`src/rtl/vga_fb_arbiter.sv`:
```
// vga_fb_arbiter: single-port frame-buffer arbiter, VGA scan-out vs pixel writer.
// Define FB_UPSCALE_EN for a half-resolution buffer shown as 2x2 blocks.
module vga_fb_arbiter #(
  parameter int H_RES  = 640,
  parameter int V_RES  = 480,
  parameter int DATA_W = 12,
  parameter int ADDR_W = 19
) (
  input  logic              clk,
  input  logic              reset_n,
  input  logic              pix_tick,
  input  logic [9:0]        x_pixel,
  input  logic [9:0]        y_pixel,
  input  logic              DE,
  input  logic              wr_req,
  input  logic [ADDR_W-1:0] wr_addr,
  input  logic [DATA_W-1:0] wr_data,
  output logic              wr_ack,
  output logic              mem_en,
  output logic              mem_we,
  output logic [ADDR_W-1:0] mem_addr,
  output logic [DATA_W-1:0] mem_wdata,
  input  logic [DATA_W-1:0] mem_rdata,
  output logic [DATA_W-1:0] pix_data,
  output logic              pix_valid,
  output logic [7:0]        drop_cnt
);

`ifdef FB_UPSCALE_EN
  localparam int FB_W = H_RES / 2;
  localparam int FB_H = V_RES / 2;
`else
  localparam int FB_W = H_RES;
  localparam int FB_H = V_RES;
`endif
  localparam int FB_DEPTH = FB_W * FB_H;
  localparam logic [ADDR_W-1:0] FB_W_A = ADDR_W'(FB_W);
  localparam logic [ADDR_W-1:0] DEPTH_A = ADDR_W'(FB_DEPTH);

  typedef enum logic [1:0] {
    DISP,
    CAPT,
    WRITE_OK
  } state_e;

  state_e            state_q, state_d;
  logic [1:0]        slot_q, slot_d;
  logic              blank_q;
  logic [DATA_W-1:0] pix_data_q;
  logic              pix_valid_q;
  logic [7:0]        drop_q;
  logic              drop_inc;
  logic              disp_req;
  logic              oob;
  logic [ADDR_W-1:0] x_a, y_a, disp_addr;

`ifdef FB_UPSCALE_EN
  assign x_a = ADDR_W'(x_pixel >> 1);
  assign y_a = ADDR_W'(y_pixel >> 1);
`else
  assign x_a = ADDR_W'(x_pixel);
  assign y_a = ADDR_W'(y_pixel);
`endif
  assign disp_addr = y_a * FB_W_A + x_a;
  assign oob       = (wr_addr >= DEPTH_A);

  // slot position within the pixel; saturates when no strobe arrives
  always_comb begin
    slot_d = slot_q;
    if (pix_tick)
      slot_d = 2'd0;
    else if (slot_q != 2'd3)
      slot_d = slot_q + 2'd1;
  end

  assign disp_req = pix_tick & DE & (slot_d == 2'd0);

  // state of the current cycle and the memory/handshake outputs it implies
  always_comb begin
    state_d   = state_q;
    wr_ack    = 1'b0;
    mem_en    = 1'b0;
    mem_we    = 1'b0;
    mem_addr  = '0;
    mem_wdata = '0;
    drop_inc  = 1'b0;
    unique case (state_q)
      DISP:     state_d = CAPT;
      CAPT:     state_d = disp_req ? DISP : WRITE_OK;
      WRITE_OK: state_d = disp_req ? DISP : WRITE_OK;
      default:  state_d = WRITE_OK;
    endcase
    if (reset_n) begin
      if (state_d == DISP) begin
        mem_en   = 1'b1;
        mem_addr = disp_addr;
      end else if (wr_req) begin
        wr_ack = 1'b1;
        if (oob) begin
          drop_inc = 1'b1;
        end else begin
          mem_en    = 1'b1;
          mem_we    = 1'b1;
          mem_addr  = wr_addr;
          mem_wdata = wr_data;
        end
      end
    end
  end

  // state and slot registers
  always_ff @(posedge clk or negedge reset_n) begin
    if (!reset_n) begin
      state_q <= WRITE_OK;
      slot_q  <= 2'd3;
    end else begin
      state_q <= state_d;
      slot_q  <= slot_d;
    end
  end

  // capture read data (or black during blanking) one cycle after the slot
  always_ff @(posedge clk or negedge reset_n) begin
    if (!reset_n) begin
      blank_q     <= 1'b0;
      pix_data_q  <= '0;
      pix_valid_q <= 1'b0;
    end else begin
      blank_q     <= pix_tick & ~DE;
      pix_valid_q <= (state_d == CAPT) | blank_q;
      if (state_d == CAPT)
        pix_data_q <= mem_rdata;
      else if (blank_q)
        pix_data_q <= '0;
    end
  end

  // saturating count of dropped out-of-range writes
  always_ff @(posedge clk or negedge reset_n) begin
    if (!reset_n)
      drop_q <= '0;
    else if (drop_inc && drop_q != 8'hFF)
      drop_q <= drop_q + 8'd1;
  end

  assign pix_data  = pix_data_q;
  assign pix_valid = pix_valid_q;
  assign drop_cnt  = drop_q;

endmodule
```
`config.mk`:
```
export PLATFORM = sky130hd
export DESIGN_NAME = vga_fb_arbiter
export DESIGN_NICKNAME = d
export VERILOG_FILES = /design/src/rtl/vga_fb_arbiter.sv
export SDC_FILE = /design/constraint.sdc
export NUM_CORES = 1
export LEC_CHECK = 0
export CAP_MARGIN = 25
export CORE_UTILIZATION = 40
export CTS_CLUSTER_DIAMETER = 100
export DETAILED_ROUTE_END_ITERATION = 8
export PLACE_DENSITY = 0.83
export SLEW_MARGIN = 10
export SYNTH_ARGS = -nofsm -noshare
export SYNTH_HDL_FRONTEND = slang
export SYNTH_SLANG_ARGS = --single-unit
```
`constraint.sdc`:
```
create_clock -name clk -period 5.85 [get_ports clk]
set_input_delay 1.17 -clock clk [delete_from_list [all_inputs] [get_ports clk]]
set_output_delay 1.17 -clock clk [all_outputs]
set_load 0.01 [all_outputs]
```
==> results.md <==
- The run finished with clean final reports.
- The global-route congestion overflow total is 0.
- The critical path startpoint category is an input port.
- The number of failing setup endpoints in the final timing report is 0.
- In the global route stage, overall resource usage came out at 0.2223.
- The diode insertion count for antenna repair is 0.
- Gates resized during post-CTS repair numbered 0.
- The final count of pins violating max slew is 0.
- The leakage power is ~1.4 nW.
- The count of buffers inserted at the top-level ports is 122.
- The final critical-path setup slack is roughly 240 ps.
- In the finished design, the share of the clock period the worst path needs comes to 0.9587.
- In this run the top signal layer used is met4.
- The maximum level of the CTS H-tree is 1.
- The count of fill cells added during filler insertion is between 300 and 400.
- The deepest clock path buffer count is 2.
- The capturing element type of the critical path is an output pin.
- The later pin in the worst-skew pair is clocked with a latency of 270 ps.
- The initial antenna violation count is 0.
- Setup repair after global routing left no endpoint under its margin.
- The first global-routing pass estimated 9246 um of wire.
- After detailed routing, the average wire length per cell comes to approximately 15 um.
- The routed design could run at a clock period as short as 5608 ps.
- In the final timing run, aggregate negative setup slack is 0 ps.
- The largest family of logic cells by synthesized area is compound AO/OA/AOI/OAI gates.
- The total die area is 5321 um2.
- For this run, the post-layout net count is 430.
- Detailed routing placed a total of 287 um of wire on met3.
- In this run the core area contains 25 standard-cell rows.
- The clock sink count is 24.
- For the worst setup path, the data required time is 4680 ps.
- The count of flip-flops with a built-in enable after synthesis is 0.
- Of the total synthesized cell area, the portion taken by AND, OR, NAND and NOR gates is 0.2007.
- The number of search-and-repair iterations in the first detailed-routing pass is 4.
- The type of the worst min-delay path is reg -> reg.
- The effective utilization at floorplan is 0.4207.
- The number of antenna-violating nets in the routed design is 0.
- Across the run, the number of max-cap violations was 0.
- The area of the core is about 4800 um2.
- After detailed routing, the met2 layer carries 3109 um of wire.
- The violation count after the first detailed-route iteration is 104.
- At the end of routability-driven placement, the weighted congestion stood at 0.9257.
- The most common cell after layout, fill and taps aside is sky130_fd_sc_hd__clkdlybuf4s50_1.
- The final number of hold-violating endpoints was 0.
- The area added between synthesis and finish is 70.17%.
- The biggest fanout along the worst timing path is 3.
- Summing all placed instances gives a cell area of 3337 um2.
- The post-synthesis instance area is a little over 2000 um2.
- The maximum vdd ir drop is 126.8 uV.
- Data arrives at the worst endpoint at 4440 ps.
- In this run, CTS created clock tree buffers numbering 3.
- The headroom to the max-slew limit is 0.4402.
- The routed length on met1 is 2559 um.
- Once layout is done, the placed cells without fillers occupy 3426 um2.
- Entering global routing, the biggest net connects 32 pins.
- The die boundary height is roughly 73 um.
- The count of pins on the block boundary is 123.
- The maximum clock rate is between 150 and 200 MHz.
- The compound-gate portion of the synthesized area is 0.2399.
- The cell count after synthesis is 212.
- The total wire length after detailed routing is approximately 6000 um.
- After detailed routing, the number of remaining DRC violations is 0.
- Of the post-synthesis cell area, the part taken by muxes is 0.01119.
- The class of the most critical setup path is in -> out.
- The share of the Yosys chip area taken by registers is 0.2989.
- The post-cts hold buffer count is 0.
- Counting flops with an async set or reset pin after synthesis yields a share of 1.000.
- OpenSTA, run right after detailed placement, puts the worst setup slack at between 60 and 70 ps.
- The most used flip-flop cell after synthesis is sky130_fd_sc_hd__dfrtp_1.
- The library cells used most frequently in the layout, excluding fill and tap cells, are sky130_fd_sc_hd__clkdlybuf4s50_1, sky130_fd_sc_hd__dfrtp_1, sky130_fd_sc_hd__ha_1.
- The total number of vias is 2173.
- Of the total synthesized cell area, the portion taken by XOR and XNOR cells is 0.07396.
- The detailed-placement wirelength estimate is 4901 um.
- The clock transition at the registers of the reported paths is 90 ps.
- Of the total synthesized cell area, the portion taken by full adders, half adders and majority gates is 0.1566.
- On the final layout, the worst clock skew is just under 9 ps.
- The width of the die is 72.95 um.
- Yosys mapped the design onto 45 distinct sky130hd cell types.
- For the pin with the worst max-slew slack, the measured transition is 836.5 ps.
- Dividing total power by cell area gives a power density of 277.9 nW/um2.
- After clock tree synthesis, the setup repair step added 0 buffers.
- The via count of the first global-routing pass is a little under 2000.
- The mean instance size in the synthesized netlist is 9.496 um2.
- The number of nets handed over by synthesis was 304.
- Of the cells placed in the final design, the portion with a size suffix greater than 1 is 0.07715.
- The clock tree from TritonCTS is done.
- The number of synthesized register bits is 24.
- The number of placed instances, taps included, is 400.
- The number of warning messages in the yosys log is 0.
- The total power is 951.9 uW.
- Dividing the detail-routed via count by the number of cells gives around 5.4.
- After the flow finishes, the layout carries non-filler instances totaling 404.
- The cell sitting at the root of the clock tree is a sky130_fd_sc_hd__clkbuf_8.
==> report_power, final <==
part           total (mW)  switching, mW  internal [mW]
combinational       0.548          0.245          0.304
sequential          0.257         0.0374          0.220
clock               0.147         0.0552         0.0915
==> state kept, by name (all words and copies together) (netlist names) <==
signal and flops:
pix_data 12, drop_cnt 8, state_q 2, blank_q 1
pix_valid 1
==> logic make-up after synthesis <==
group                    count (synthesis)
AND/OR/NAND/NOR                         72
AO/OA/AOI/OAI                           63
adder cells (fa/ha/maj)                 24
flip-flops                              24
XOR/XNOR                                17
buffers and inverters                   10
multiplexers                             2
==> metal layers <==
layer,global-route usage,vias up
li1,-,1033
met2,0.3780,92
met5,0,-
met3,0.03039,14
met1,0.2963,1034
met4,0.05882,0
==> cells in the mapped netlist (2+ instances only) <==
library cell                n  share of area
sky130_fd_sc_hd__xor2_1     6          0.026
sky130_fd_sc_hd__o21ai_0   13          0.032
sky130_fd_sc_hd__clkbuf_1   6          0.011
sky130_fd_sc_hd__nand3b_1   2         0.0075
sky130_fd_sc_hd__fa_1       2          0.020
sky130_fd_sc_hd__and2_1    14          0.044
sky130_fd_sc_hd__nor2b_1    3         0.0093
sky130_fd_sc_hd__xnor2_1   11          0.048
sky130_fd_sc_hd__nor2_1     8          0.015
sky130_fd_sc_hd__a21o_1     4          0.015
sky130_fd_sc_hd__or2_2      2         0.0062
sky130_fd_sc_hd__nand3_1    4         0.0099
sky130_fd_sc_hd__inv_1      4         0.0075
sky130_fd_sc_hd__dfrtp_1   23           0.29
sky130_fd_sc_hd__o21a_1     3          0.011
sky130_fd_sc_hd__a21oi_1    6          0.015
sky130_fd_sc_hd__and3_1     4          0.012
sky130_fd_sc_hd__a211o_1    3          0.013
sky130_fd_sc_hd__nand2b_1   3         0.0093
sky130_fd_sc_hd__a211oi_1   2         0.0075
sky130_fd_sc_hd__nand2_1   17          0.032
sky130_fd_sc_hd__nand4_1    5          0.016
sky130_fd_sc_hd__mux2_2     2          0.011
sky130_fd_sc_hd__ha_1      22           0.14
sky130_fd_sc_hd__a22o_1    21          0.091
sky130_fd_sc_hd__nor3_1     3         0.0075
==> worst max-delay path, cell delays in order <==
cell and delay, ps:
sky130_fd_sc_hd__clkdlybuf4s50_1 440, sky130_fd_sc_hd__ha_1 310, sky130_fd_sc_hd__ha_1 250, sky130_fd_sc_hd__fa_2 410, sky130_fd_sc_hd__a211oi_2 270, sky130_fd_sc_hd__o21ai_0 160, sky130_fd_sc_hd__a221oi_2 300, sky130_fd_sc_hd__buf_4 170
sky130_fd_sc_hd__nand4_1 80, sky130_fd_sc_hd__xnor2_1 150, sky130_fd_sc_hd__o21ai_1 130, sky130_fd_sc_hd__clkdlybuf4s50_1 600
==> area by class of cell <==
cell class	count	area, um2	share of cell area
clock inverters	1	30.03	0.008766
repair buffers	127	1261	0.3682
multi-input cells	178	1393	0.4065
inverters	4	15.01	0.004383
well taps	67	83.83	0.02447
flip-flops and latches	24	601.8	0.1757
clock buffers	3	41.29	0.01205
==> metrics by stage <==
step,hold slack (ps),utilization
3_5_place_dp,479.1,0.6973
2_1_floorplan,532.1,-
4_1_cts,506.6,0.7122
3_3_place_gp,478.4,0.6973
5_1_grt,511.7,0.7158
6_report,503.6,0.7158
==> worst paths after layout <==
path	start	to	slack, ps	cells past startpoint
worst min-delay path	pix_data[1]$_DFFE_PN0P_	pix_data[1]$_DFFE_PN0P_	500	1
worst min register to register	pix_data[1]$_DFFE_PN0P_	pix_data[1]$_DFFE_PN0P_	500	1
max in group asynchronous	reset_n	state_q[1]$_DFF_PN1_	4170	2
min in group asynchronous	reset_n	blank_q$_DFF_PN0_	1400	2
worst max-delay path	y_pixel[1]	mem_addr[17]	240	12
worst max register to register	state_q[1]$_DFF_PN1_	drop_cnt[1]$_DFFE_PN0P_	3280	7
Note: power is estimated with default switching activity, not from simulation.
